[src/rtl/matrixmul_loop_sequencer_if.sv]
// matrixmul_loop_sequencer_if: ap_ctrl_chain, sub-block handshake and status signals of the loop sequencer
interface matrixmul_loop_sequencer_if #(
    parameter int CNT_W  = 32,
    parameter int ITER_W = 16
);
    logic              ap_start;
    logic              ap_continue;
    logic              ap_done;
    logic              ap_idle;
    logic              ap_ready;
    logic              grp_a_start;
    logic              grp_a_ready;
    logic              grp_a_done;
    logic              grp_a_iter;
    logic              grp_b_start;
    logic              grp_b_ready;
    logic              grp_b_done;
    logic              grp_b_iter;
    logic [CNT_W-1:0]  cycle_count;
    logic [ITER_W-1:0] a_iters;
    logic [ITER_W-1:0] b_iters;
    logic              timeout_err;

    modport master (
        output ap_start, ap_continue,
        output grp_a_ready, grp_a_done, grp_a_iter,
        output grp_b_ready, grp_b_done, grp_b_iter,
        input  ap_done, ap_idle, ap_ready, grp_a_start, grp_b_start,
        input  cycle_count, a_iters, b_iters, timeout_err
    );

    modport slave (
        input  ap_start, ap_continue,
        input  grp_a_ready, grp_a_done, grp_a_iter,
        input  grp_b_ready, grp_b_done, grp_b_iter,
        output ap_done, ap_idle, ap_ready, grp_a_start, grp_b_start,
        output cycle_count, a_iters, b_iters, timeout_err
    );
endinterface

[src/rtl/matrixmul_loop_sequencer.sv]
// matrixmul_loop_sequencer: runs Row_Col_Product then Row1_Col2 per ap_start, with counters and watchdog
module matrixmul_loop_sequencer #(
    parameter int CNT_W   = 32,
    parameter int ITER_W  = 16,
    parameter int TIMEOUT = 0
) (
    input logic                       ap_clk,
    input logic                       ap_rst,
    matrixmul_loop_sequencer_if.slave bus
);
    typedef enum logic [2:0] {S_IDLE, S_RUN_A, S_RUN_B, S_DONE, S_ERR} state_t;

    localparam logic [31:0] TLIM = (TIMEOUT > 0) ? 32'(TIMEOUT - 1) : 32'd0;

    state_t            state_q, state_d;
    logic [31:0]       timer_q, timer_d;
    logic [CNT_W-1:0]  cycle_count_q, cycle_count_d;
    logic [ITER_W-1:0] a_iters_q, a_iters_d;
    logic [ITER_W-1:0] b_iters_q, b_iters_d;
    logic              grp_a_start_q, grp_a_start_d;
    logic              grp_b_start_q, grp_b_start_d;
    logic              ap_done_q, ap_done_d;
    logic              ap_idle_q, ap_idle_d;
    logic              ap_ready_q, ap_ready_d;
    logic              timeout_err_q, timeout_err_d;
    logic              run_a, run_b, expired, restart;

    // Next state and all registered outputs; every output is a function of the next state
    always_comb begin
        run_a   = state_q == S_RUN_A;
        run_b   = state_q == S_RUN_B;
        expired = (TIMEOUT > 0) && timer_q == TLIM;
        state_d = state_q;
        case (state_q)
            S_IDLE:  if (bus.ap_start) state_d = S_RUN_A;
            S_RUN_A: if (bus.grp_a_done) state_d = S_RUN_B; else if (expired) state_d = S_ERR;
            S_RUN_B: if (bus.grp_b_done) state_d = S_DONE; else if (expired) state_d = S_ERR;
            S_DONE:  if (bus.ap_continue) state_d = bus.ap_start ? S_RUN_A : S_IDLE;
            default: state_d = state_q;
        endcase
        restart       = state_d == S_RUN_A && !run_a;
        timer_d       = (state_d != state_q) ? 32'd0 : (run_a || run_b) ? timer_q + 32'd1 : timer_q;
        cycle_count_d = restart ? '0 :
                        ((run_a || run_b) && !(&cycle_count_q)) ? cycle_count_q + CNT_W'(1) : cycle_count_q;
        a_iters_d     = restart ? '0 :
                        (run_a && bus.grp_a_iter && !(&a_iters_q)) ? a_iters_q + ITER_W'(1) : a_iters_q;
        b_iters_d     = restart ? '0 :
                        (run_b && bus.grp_b_iter && !(&b_iters_q)) ? b_iters_q + ITER_W'(1) : b_iters_q;
        grp_a_start_d = state_d == S_RUN_A && (!run_a || (grp_a_start_q && !bus.grp_a_ready));
        grp_b_start_d = state_d == S_RUN_B && (!run_b || (grp_b_start_q && !bus.grp_b_ready));
        ap_idle_d     = state_d == S_IDLE;
        ap_done_d     = state_d == S_DONE;
        ap_ready_d    = ap_done_d && state_q != S_DONE;
        timeout_err_d = state_d == S_ERR;
    end

    // State and output registers with synchronous reset
    always_ff @(posedge ap_clk) begin
        if (ap_rst) begin
            state_q       <= S_IDLE;
            timer_q       <= '0;
            cycle_count_q <= '0;
            a_iters_q     <= '0;
            b_iters_q     <= '0;
            grp_a_start_q <= 1'b0;
            grp_b_start_q <= 1'b0;
            ap_done_q     <= 1'b0;
            ap_idle_q     <= 1'b1;
            ap_ready_q    <= 1'b0;
            timeout_err_q <= 1'b0;
        end else begin
            state_q       <= state_d;
            timer_q       <= timer_d;
            cycle_count_q <= cycle_count_d;
            a_iters_q     <= a_iters_d;
            b_iters_q     <= b_iters_d;
            grp_a_start_q <= grp_a_start_d;
            grp_b_start_q <= grp_b_start_d;
            ap_done_q     <= ap_done_d;
            ap_idle_q     <= ap_idle_d;
            ap_ready_q    <= ap_ready_d;
            timeout_err_q <= timeout_err_d;
        end
    end

    assign bus.ap_done     = ap_done_q;
    assign bus.ap_idle     = ap_idle_q;
    assign bus.ap_ready    = ap_ready_q;
    assign bus.grp_a_start = grp_a_start_q;
    assign bus.grp_b_start = grp_b_start_q;
    assign bus.cycle_count = cycle_count_q;
    assign bus.a_iters     = a_iters_q;
    assign bus.b_iters     = b_iters_q;
    assign bus.timeout_err = timeout_err_q;
endmodule
[src/flat_wrapper.sv]
// flat-port wrapper written by rule: the top's interface ports become plain ports
module matrixmul_loop_sequencer_flat 
#(
    parameter int CNT_W   = 32,
    parameter int ITER_W  = 16,
    parameter int TIMEOUT = 0
)
  (ap_clk, ap_rst, bus_ap_start, bus_ap_continue, bus_grp_a_ready, bus_grp_a_done, bus_grp_a_iter, bus_grp_b_ready, bus_grp_b_done, bus_grp_b_iter, bus_ap_done, bus_ap_idle, bus_ap_ready, bus_grp_a_start, bus_grp_b_start, bus_cycle_count, bus_a_iters, bus_b_iters, bus_timeout_err);
  matrixmul_loop_sequencer_if #(.CNT_W(CNT_W), .ITER_W(ITER_W)) bus_i ();
  input logic ap_clk;
  input logic ap_rst;
  input wire logic [$bits(bus_i.ap_start)-1:0] bus_ap_start;
  input wire logic [$bits(bus_i.ap_continue)-1:0] bus_ap_continue;
  input wire logic [$bits(bus_i.grp_a_ready)-1:0] bus_grp_a_ready;
  input wire logic [$bits(bus_i.grp_a_done)-1:0] bus_grp_a_done;
  input wire logic [$bits(bus_i.grp_a_iter)-1:0] bus_grp_a_iter;
  input wire logic [$bits(bus_i.grp_b_ready)-1:0] bus_grp_b_ready;
  input wire logic [$bits(bus_i.grp_b_done)-1:0] bus_grp_b_done;
  input wire logic [$bits(bus_i.grp_b_iter)-1:0] bus_grp_b_iter;
  output wire logic [$bits(bus_i.ap_done)-1:0] bus_ap_done;
  output wire logic [$bits(bus_i.ap_idle)-1:0] bus_ap_idle;
  output wire logic [$bits(bus_i.ap_ready)-1:0] bus_ap_ready;
  output wire logic [$bits(bus_i.grp_a_start)-1:0] bus_grp_a_start;
  output wire logic [$bits(bus_i.grp_b_start)-1:0] bus_grp_b_start;
  output wire logic [$bits(bus_i.cycle_count)-1:0] bus_cycle_count;
  output wire logic [$bits(bus_i.a_iters)-1:0] bus_a_iters;
  output wire logic [$bits(bus_i.b_iters)-1:0] bus_b_iters;
  output wire logic [$bits(bus_i.timeout_err)-1:0] bus_timeout_err;
  assign bus_i.ap_start = bus_ap_start;
  assign bus_i.ap_continue = bus_ap_continue;
  assign bus_i.grp_a_ready = bus_grp_a_ready;
  assign bus_i.grp_a_done = bus_grp_a_done;
  assign bus_i.grp_a_iter = bus_grp_a_iter;
  assign bus_i.grp_b_ready = bus_grp_b_ready;
  assign bus_i.grp_b_done = bus_grp_b_done;
  assign bus_i.grp_b_iter = bus_grp_b_iter;
  assign bus_ap_done = bus_i.ap_done;
  assign bus_ap_idle = bus_i.ap_idle;
  assign bus_ap_ready = bus_i.ap_ready;
  assign bus_grp_a_start = bus_i.grp_a_start;
  assign bus_grp_b_start = bus_i.grp_b_start;
  assign bus_cycle_count = bus_i.cycle_count;
  assign bus_a_iters = bus_i.a_iters;
  assign bus_b_iters = bus_i.b_iters;
  assign bus_timeout_err = bus_i.timeout_err;
  matrixmul_loop_sequencer #(.CNT_W(CNT_W), .ITER_W(ITER_W), .TIMEOUT(TIMEOUT)) u_core (.ap_clk(ap_clk), .ap_rst(ap_rst), .bus(bus_i));
endmodule
[config.mk]
export PLATFORM = sky130hd
export DESIGN_NAME = matrixmul_loop_sequencer_flat
export DESIGN_NICKNAME = d
export VERILOG_FILES = /design/src/rtl/matrixmul_loop_sequencer_if.sv /design/src/rtl/matrixmul_loop_sequencer.sv /design/src/flat_wrapper.sv
export SDC_FILE = /design/constraint.sdc
export NUM_CORES = 1
export LEC_CHECK = 0
export BUFFER_PORTS_ARGS = -buffer_cell sky130_fd_sc_hd__buf_2
export CAP_MARGIN = 10
export CELL_PAD_IN_SITES_DETAIL_PLACEMENT = 0
export CELL_PAD_IN_SITES_GLOBAL_PLACEMENT = 1
export CORE_ASPECT_RATIO = 2
export CORE_MARGIN = 3
export CORE_UTILIZATION = 43
export DETAILED_ROUTE_END_ITERATION = 16
export GPL_ROUTABILITY_DRIVEN = 0
export GPL_TIMING_DRIVEN = 0
export PLACE_DENSITY = 0.85
export SLEW_MARGIN = 20
export SYNTH_ARGS = -nofsm -noshare
export SYNTH_HDL_FRONTEND = slang
export SYNTH_SLANG_ARGS = --single-unit
[constraint.sdc]
create_clock -name ap_clk -period 5.5 [get_ports ap_clk]
set_clock_uncertainty 0.15 [all_clocks]
set_input_delay 0 -clock ap_clk [delete_from_list [all_inputs] [get_ports ap_clk]]
set_output_delay 0 -clock ap_clk [all_outputs]
set_load 0.05 [all_outputs]
==> metrics.txt, run 1 <==
share of layout cells above drive strength 1 between 10% and 20%; Core ar. 8060 um2; fin crit share 51.4%; WL per Instance 16.0 um; antenna viol nets, final 0; vias post-DR ~3700; Layout fillers around 820; Setup Viol. Count Final 0; Compound-Gate Fraction of Synth Area about 14%; startpoint types flop; detailed-route wire length ~10 mm; Mapped Cells 441; worst setup margin between 2000 and 3000 ps; drt drc 0; mux cell area share after synthesis less than 1%; syn_area_per_cell ~8.2 um2; Slew Limit Fails 0; row count between 40 and 50; First-pass DRT Iterations 4; drt first-iter violations ~200; max-cap viol count 0; TritonCTS Buffers 9; Post-Synth Simple-Gate Area approximately a third; Yosys cell types 45; Power, Total between 1 and 1.5 mW; first-pass GRT wire length around 16 mm; setup TNS 0 ps; clock transition at the registers of the reported paths approximately 60 ps; Post-CTS Setup Bufs 0; vias in the first global route between 3000 and 4000; initial antenna violation count 0; peak supply drop approximately 0.24 mV; mapped cell area 3600 um2; power per cell area 261 nW/um2; Port Buffers 79; run status finished clean; area delta synth->final 22.6%; CP max FO 7; die width roughly 71 um; xor/xnor share of the synthesized area about 7.3%; Starting Density between 40% and 50%; net count after synthesis ~450; Setup crit end kind flop; Final Hold Vio Count 0; non-filler cells, final 633; leakage between 1.5 and 2 nW; Crit Path Class flop to flop; CTS max path bufs 2; Warnings, synthesis 0; ant diodes 0; # nets final between 500 and 600; Tot GR Track Use 21.3%; DP Cell Count 616; worst slew pin tran 935 ps; Arr. time, crit path between 2000 and 3000 ps; Hold WC Path Type input port to flop; slew margin rel. 36.8%; RSZ-0062 raised after global routing false; main combinational cell family by area after synthesis simple AND/OR/NAND/NOR gates; Data required, critical path approximately 5600 ps; Via density roughly 6; total grt overflow 0; DP Worst Slack roughly 2700 ps; Ports 80; EDFF count, synth 0; H-tree depth 3; Sink Count 73; post-route cell area approximately 4400 um2; largest net degree at the start of global routing 11; DP HPWL 7.54 mm; post_cts resized 0; worst skew pair latency between 300 and 400 ps; Tmin final 2830 ps; CTS tree done; die area around 9600 um2; synthesis-stage register bit count 73; Max Clk Rate 353 MHz; CTS Root Cell clkbuf_16; Post-DP Area between 4000 and 5000 um2; Adder-Cell Fraction of Synth Area 1.04%; ys flop type dfxtp_1; Seq/Total Area, Yosys 40.6%; ys async rst share 0%; Die Y between 100 and 150 um
==> where the power goes <==
group,leakage (nW),switching (mW),internal (mW),total (mW)
combinational,0.896,0.0608,0.0287,0.0895
sequential,0.589,0.00496,0.535,0.540
clock,0.124,0.211,0.309,0.520
==> worst max-delay path, stage by stage (launching register included) <==
cell and delay [ps]:
dfxtp_1 440, ha_1 230, and4_1 320, nor3b_1 720, nand4_1 370, or3_1 390, a21oi_1 140
==> through the flow <==
stage / hold WS, ps / utilization (%)
after floorplan: -13.1 / -
after global placement: 154 / 51.1
after detailed placement: 143 / 51.1
after CTS: 3.34 / 54.7
after global routing: 54.3 / 54.8
final: 21.1 / 54.8
==> final cells by class <==
class | count | area (um2) | share of cell area, %
multi-input cells | 346 | 2060 | 46.7
plain buffers | 18 | 70.1 | 1.59
clock inverters | 1 | 5.00 | 0.113
clock buffers | 12 | 246 | 5.59
inverters | 4 | 15.0 | 0.340
well taps | 96 | 120 | 2.72
flip-flops and latches | 73 | 1460 | 33.1
repair buffers | 83 | 435 | 9.87
==> cell usage in the layout, fill, tap and decap left out, drive strengths merged, types with 9 or more instances in the layout <==
master | Yosys | layout
or3 | 25 | 25
nand2 | 33 | 33
nor3 | 13 | 13
a21oi | 34 | 34
nand3 | 32 | 32
nor2 | 42 | 42
o21ai | 27 | 27
xnor2 | 27 | 27
and3 | 10 | 10
nor4 | 13 | 13
buf | 2 | 81
clkbuf | 16 | 28
and4 | 9 | 9
dfxtp | 73 | 73
nand4 | 15 | 15
==> registers in the layout, summed over array words and instances (netlist names) <==
| name | flops |
|---|---|
| u_core.bus.a_iters | 16 |
| u_core.bus.ap_done | 1 |
| u_core.bus.ap_idle | 1 |
| u_core.bus.ap_ready | 1 |
| u_core.bus.b_iters | 16 |
| u_core.bus.cycle_count | 32 |
| u_core.bus.grp_a_start | 1 |
| u_core.bus.grp_b_start | 1 |
| u_core.bus.timeout_err | 1 |
| u_core.state_q | 3 |
==> synth_stat cells (13+ instances only) <==
cell type  number  share of area [%]
clkbuf_1       15                1.6
nand2_1        33                3.4
nand4_1        15                2.6
or3_1          25                4.3
o21ai_0        27                3.8
nor3_1         13                1.8
nor2_1         42                4.4
nand3_1        32                4.5
a21oi_1        34                4.7
xnor2_1        27                6.6
nor4_1         13                2.3
dfxtp_1        73                 41
==> layer usage <==
metal	vias to the layer above	share of wire [%]	wire (um)	global-route usage, %
li1	1822	-	-	-
met1	1743	39	3930	23.4
met2	93	53	5370	37.3
met3	30	4.5	452	4.83
met4	0	3.9	392	11.1
met5	-	0	0	0
==> path summary, 6_finish.rpt <==
kind | from | to | slack, ps | depth (start not counted)
setup / recovery | u_core.bus.cycle_count[0] | u_core.bus.cycle_count[26] | 2670 | 6
hold / removal | ap_rst | u_core.state_q[0] | 20 | 3
setup reg to reg | u_core.bus.cycle_count[0] | u_core.bus.cycle_count[26] | 2670 | 6
hold reg to reg | u_core.bus.cycle_count[29] | u_core.bus.cycle_count[29] | 360 | 2
==> kinds of logic after synthesis <==
logic type | after synthesis
compound gates | 88
xor+xnor | 30
fa+ha+maj | 3
buf+inv | 22
flops | 73
mux | 2
simple gates | 223
==> timing repair <==
action,in CTS,in global routing
endpoints found under the setup margin,0,0
hold endpoints to repair,3,0
hold buffers,4,0
Note: power is estimated with default switching activity, not from simulation.
==> inputs of run 2 (changes only) <==
Settings changed: ABC_AREA set to 1, CORE_UTILIZATION 43 to 39, PLACE_DENSITY 0.85 to 0.8.
Clock period 5.5 ns to 2.8 ns, I/O delays scaled along.
==> run 2 against run 1 <==
Against the previous run: highest routed layer unchanged; sequential power grew 96%; sequential share of layout area shrank 5.8 points; largest power group is now the clock network; register-to-register slack lost 2300 ps.
==> metrics.txt, run 2 <==
Port Buffers 79; ys flop type dfxtp_1; mapped cell area approximately 4400 um2; final core occ between 40% and 50%; Reg2Reg Depth 9; Reg-to-Reg End u_core.bus.grp_a_start; vias post-DR around 4500; synthesis-stage register bit count 73; Core ar. roughly 11000 um2; startpoint types flop; Max stage delay on crit path about 560 ps; Post-CTS Setup Bufs 0; ys async rst share 0%; most frequent cells after synthesis nand2_1 (255), nor2_1 (89), dfxtp_1 (73); Starting Density approximately two fifths; first-pass GRT wire length between 20 and 25 mm; top post-synthesis cells by area dfxtp_1 (33%), nand2_1 (22%), nor2_1 (7.6%), inv_1 (5.1%), xor2_1 (4.6%); Sink Count 73; Final Hold Vio Count 0; drt first-iter violations between 150 and 200; share of layout cells above drive strength 1 a little under a fifth; sink of the worst hold path u_core.bus.a_iters[2]; Seq/Total Area, Yosys 33.3%; fin crit share between 80% and 90%; Yosys cell types 36; non-filler cells, final approximately 900; switching part of the total between 20% and 30%; post_cts resized 0; drt drc 0; CTS hold repair buffers 8; power per cell area roughly 470 nW/um2; DP Cell Count 901; detailed-route wire length between 10 and 15 mm; Gate power share 10.4%; Levels on crit path 9; antenna viol nets, final 0; vias in the first global route approximately 4500; leakage between 2 and 2.5 nW; P_int ~1.8 mW; setup TNS 0 ps; Max Clk Rate approximately 420 MHz; most frequent cells in the layout nand2_1 (255), nor2_1 (89), buf_2 (89); CTS Root Cell clkbuf_16; largest net degree at the start of global routing 15; Setup crit end kind flop; clock transition at the registers of the reported paths 70 ps; Hold WC Path Type input port to flop; depth of the worst hold-timing path 5; total grt overflow 0; R2R setup slack 390 ps; # nets final just under 800; CP Cell Sequence inv_1 > nand2_1 > inv_1 > nand2_1 > nand2_1 > dlygate4sd3_1 > nor2_1 > dlygate4sd3_1 > nor3_1; row count 54; Warnings, synthesis 0; Mapped Cells slightly below 700; Setup Viol. Count Final 0; Tot GR Track Use 21.6%; count leader, synth nand2_1; die width between 80 and 90 um; WL per Instance between 10 and 15 um; die area around 13000 um2; H-tree depth 3; hold path startpoint bus_grp_a_iter; Via density 4.86; RSZ-0062 raised after global routing false; Switch Pwr approximately 0.67 mW; CP max stage cell dlygate4sd3_1; Data required, critical path between 2000 and 3000 ps; First-pass DRT Iterations 4; slew margin rel. a little over 70%; Ports 80; EDFF count, synth 0; peak supply drop 0.285 mV; Reg-to-Reg Start u_core.state_q[0]; ant diodes 0; initial antenna violation count 0; DP HPWL roughly 10 mm; max reg flops 32; CP max FO 5; Min Hold Slack roughly 5 ps; top cell family by delay on the critical path buffers and inverters; Arr. time, crit path about 2500 ps; Die Y around 160 um; commonest non-fill, non-tap cell in the layout nand2_1; clock power share ~47%; Tmin final around 2400 ps; area delta synth->final 21.7%; Crit Path Class flop to flop; net count after synthesis around 700; run status finished clean; worst skew pair latency roughly 340 ps; CTS tree done; part of the power in registers between 40% and 50%; syn_area_per_cell 6.44 um2; Layout fillers 1181; Critical path buffers and inverters 4; Synth area leader dfxtp_1; max-cap viol count 0; CTS max path bufs 2; worst slew pin tran 427 ps; Critical Path Most Common Cell nand2_1; TritonCTS Buffers 9; Slew Limit Fails 0; Synth top area share 33.3%
run 2: cell families after synthesis:
kind of cell    after synthesis  share of synthesized area [%]
simple gates                422                           40.9
xor+xnor                     36                           7.18
fa+ha+maj                     3                          0.855
buf+inv                      81                           8.32
compound gates               67                           9.46
flops                        73                           33.3
run 2: power groups by stage:
stage	sequential, mW	combinational, mW	clock, mW
after global routing	1.06	0.285	1.25
after detailed placement	1.08	0.253	0
final	1.06	0.259	1.17
after floorplan	1.11	0.146	0
after global placement	1.08	0.249	0
after CTS	1.06	0.264	1.20
run 2: layout make-up:
class	instances	area (um2)	share of cell area, %
multi-input cells	528	2560	48.0
clock inverters	7	78.8	1.47
well taps	140	175	3.28
plain buffers	16	118	2.20
clock buffers	9	225	4.21
inverters	65	248	4.63
repair buffers	87	475	8.89
flip-flops and latches	73	1460	27.3
run 2: worst max-delay path by stage:
stage                                       to                       from
finish                  u_core.bus.grp_a_start          u_core.state_q[0]
global route            u_core.bus.grp_a_start          u_core.state_q[0]
global placement        u_core.bus.b_iters[11]      u_core.bus.b_iters[0]
floorplan           u_core.bus.cycle_count[22]  u_core.bus.cycle_count[1]
detailed placement      u_core.bus.b_iters[14]      u_core.bus.b_iters[0]
CTS                     u_core.bus.grp_a_start          u_core.state_q[0]
run 2: tightest hold or removal path: stages:
cell and delay, ps:
buf_2 100, nand4_1 150, a21oi_4 80, nand2_1 60, a21oi_1 50
run 2: stage by stage:
step	area, um2	power (mW)	setup WS [ps]
2_1_floorplan	4390	1.26	604
3_3_place_gp	4960	1.33	655
3_5_place_dp	4960	1.34	654
4_1_cts	5350	2.53	411
5_1_grt	5350	2.59	244
6_report	5350	2.49	391
run 2: per-layer routing:
metal	track usage [%]	wire length [um]	up-vias
li1	-	-	2345
met5	0	0	-
met1	20.9	4670	2035
met3	3.99	557	25
met2	42.1	7420	94
met4	9.91	405	0
==> inputs of run 3 (changes only) <==
Settings changed: CELL_PAD_IN_SITES_GLOBAL_PLACEMENT 1 to 2, CORE_ASPECT_RATIO 2 to 0.5, CORE_UTILIZATION 39 to 30, GPL_TIMING_DRIVEN 0 to not set.
==> run 3 against run 2 <==
Against the previous run: routed wire length decreased by 3.0%; total power is 6.9% higher; register-to-register slack barely moved; flip-flop and latch count unchanged; non-clock buffer count shrank 13; global-route usage shrank 5.7 points; combinational power fell by 11%; first-iteration DRC count increased by 1.2%.
==> metrics.txt, run 3 (synthesized netlist as in run 2, its figures left out) <==
run status finished clean; drt first-iter violations 172; row count 30; Ports 80; TritonCTS Buffers 9; Tot GR Track Use 15.9%; Max stage delay on crit path around 570 ps; Post-CTS Setup Bufs 0; clock transition at the registers of the reported paths about 50 ps; Reg-to-Reg Start u_core.state_q[0]; area delta synth->final 22.3%; Arr. time, crit path approximately 2500 ps; CTS max path bufs 2; # nets final between 700 and 800; RSZ-0062 raised after global routing false; grt met1 use a little over a fifth; drt drc 0; largest net degree at the start of global routing 29; worst slew pin tran approximately 580 ps; Slew Limit Fails 0; most used routing layer met2; detailed-route wire length 12.7 mm; peak supply drop between 0.3 and 0.4 mV; Crit Path Class flop to flop; Setup crit end kind flop; first-pass GRT wire length 20.7 mm; Tmin final about 2400 ps; Data required, critical path ~2900 ps; Setup Viol. Count Final 0; leakage about 2.2 nW; hold path startpoint bus_grp_a_done; Port Buffers around 80; Sink Count between 70 and 80; setup TNS 0 ps; CP startpoint u_core.state_q[0]; DP HPWL roughly 9 mm; most frequent cells in the layout nand2_1 (254), nor2_1 (89), buf_2 (79); CP Cell Sequence inv_1 > nand2_1 > inv_1 > nand2_1 > nand2_1 > dlygate4sd3_1 > nor2_1 > dlygate4sd3_1 > nor3_1; Die Y between 90 and 100 um; met3 usage under 10%; die area between 15000 and 20000 um2; CP max stage cell dlygate4sd3_1; Critical Path Most Common Cell nand2_1; worst skew pair latency about 350 ps; WL per Instance 13.1 um; ant diodes 0; top cell family by delay on the critical path buffers and inverters; Via density 4.54; post_cts resized 0; total grt overflow 0; CTS hold repair buffers 8; max reg flops 32; Core ar. 13900 um2; share of layout cells above drive strength 1 between 10% and 20%; fin crit share about 86%; CTS Root Cell clkbuf_16; Critical path buffers and inverters 4; grt met2 use between 20% and 30%; First-pass DRT Iterations 4; slew margin rel. 61.5%; vias in the first global route 4056; Starting Density 31.5%; antenna viol nets, final 0; power per cell area just under 500 nW/um2; die width 177 um; CTS tree done; commonest non-fill, non-tap cell in the layout nand2_1; initial antenna violation count 0; vias post-DR roughly 4400; H-tree depth 3; CP max FO 5; Power, Total 2.66 mW; startpoint types flop; Max Clk Rate 417 MHz; max-cap viol count 0; R2R setup slack between 400 and 500 ps; Final Hold Vio Count 0; Hold WC Path Type input port to flop
-- run 3: changes by cell type in the layout (fill, tap and decap cells not counted), moves of 2 or more --
cell	previous run	this run
buf_2	89	79
buf_6	4	0
clkinvlp_4	3	0
bufinv_16	1	3
clkinv_2	1	3
-- run 3: area by class of cell --
| cell class | count | area [um2] |
|---|---|---|
| clock inverters | 7 | 118 |
| clock buffers | 9 | 225 |
| repair buffers | 90 | 510 |
| inverters | 65 | 248 |
| multi-input cells | 528 | 2570 |
| well taps | 192 | 240 |
| flip-flops and latches | 73 | 1460 |
| fillers | 1524 | 8560 |
-- run 3: stage by stage --
stage	cell area, um2	instances	hold WS [ps]	setup slack (ps)	util, %
after floorplan	4390	682	-77.6	604	-
after global placement	4950	940	59.5	654	35.5
after detailed placement	4950	940	57.4	644	35.5
after CTS	5370	964	25.8	438	38.6
after global routing	5370	964	64.3	261	38.6
final	5370	964	56.9	402	38.6
-- run 3: per-layer routing --
| metal | wire length, um | vias up |
|---|---|---|
| li1 | - | 2317 |
| met1 | 6550 | 2006 |
| met2 | 5590 | 46 |
| met3 | 404 | 11 |
| met4 | 114 | 0 |
| met5 | 0 | - |
-- run 3: worst register-to-register path: stages, from the launching register on --
cell and delay, ps:
dfxtp_1 390, inv_1 110, nand2_1 130, inv_1 70, nand2_1 80, nand2_1 50, dlygate4sd3_1 550, nor2_1 120
dlygate4sd3_1 570, nor3_1 50
-- run 3: power breakdown --
| group | internal [mW] | switching, mW | total, mW |
|---|---|---|---|
| logic | 0.0541 | 0.177 | 0.231 |
| clock network | 0.873 | 0.500 | 1.37 |
| registers | 1.05 | 0.00882 | 1.06 |
| total | 1.98 | 0.686 | 2.66 |
-- run 3: worst paths after layout --
kind,endpoint,cells after the start
setup / recovery,u_core.bus.grp_a_start,9
hold / removal,u_core.bus.grp_b_start,5
setup reg to reg,u_core.bus.grp_a_start,9
hold reg to reg,u_core.bus.b_iters[13],2
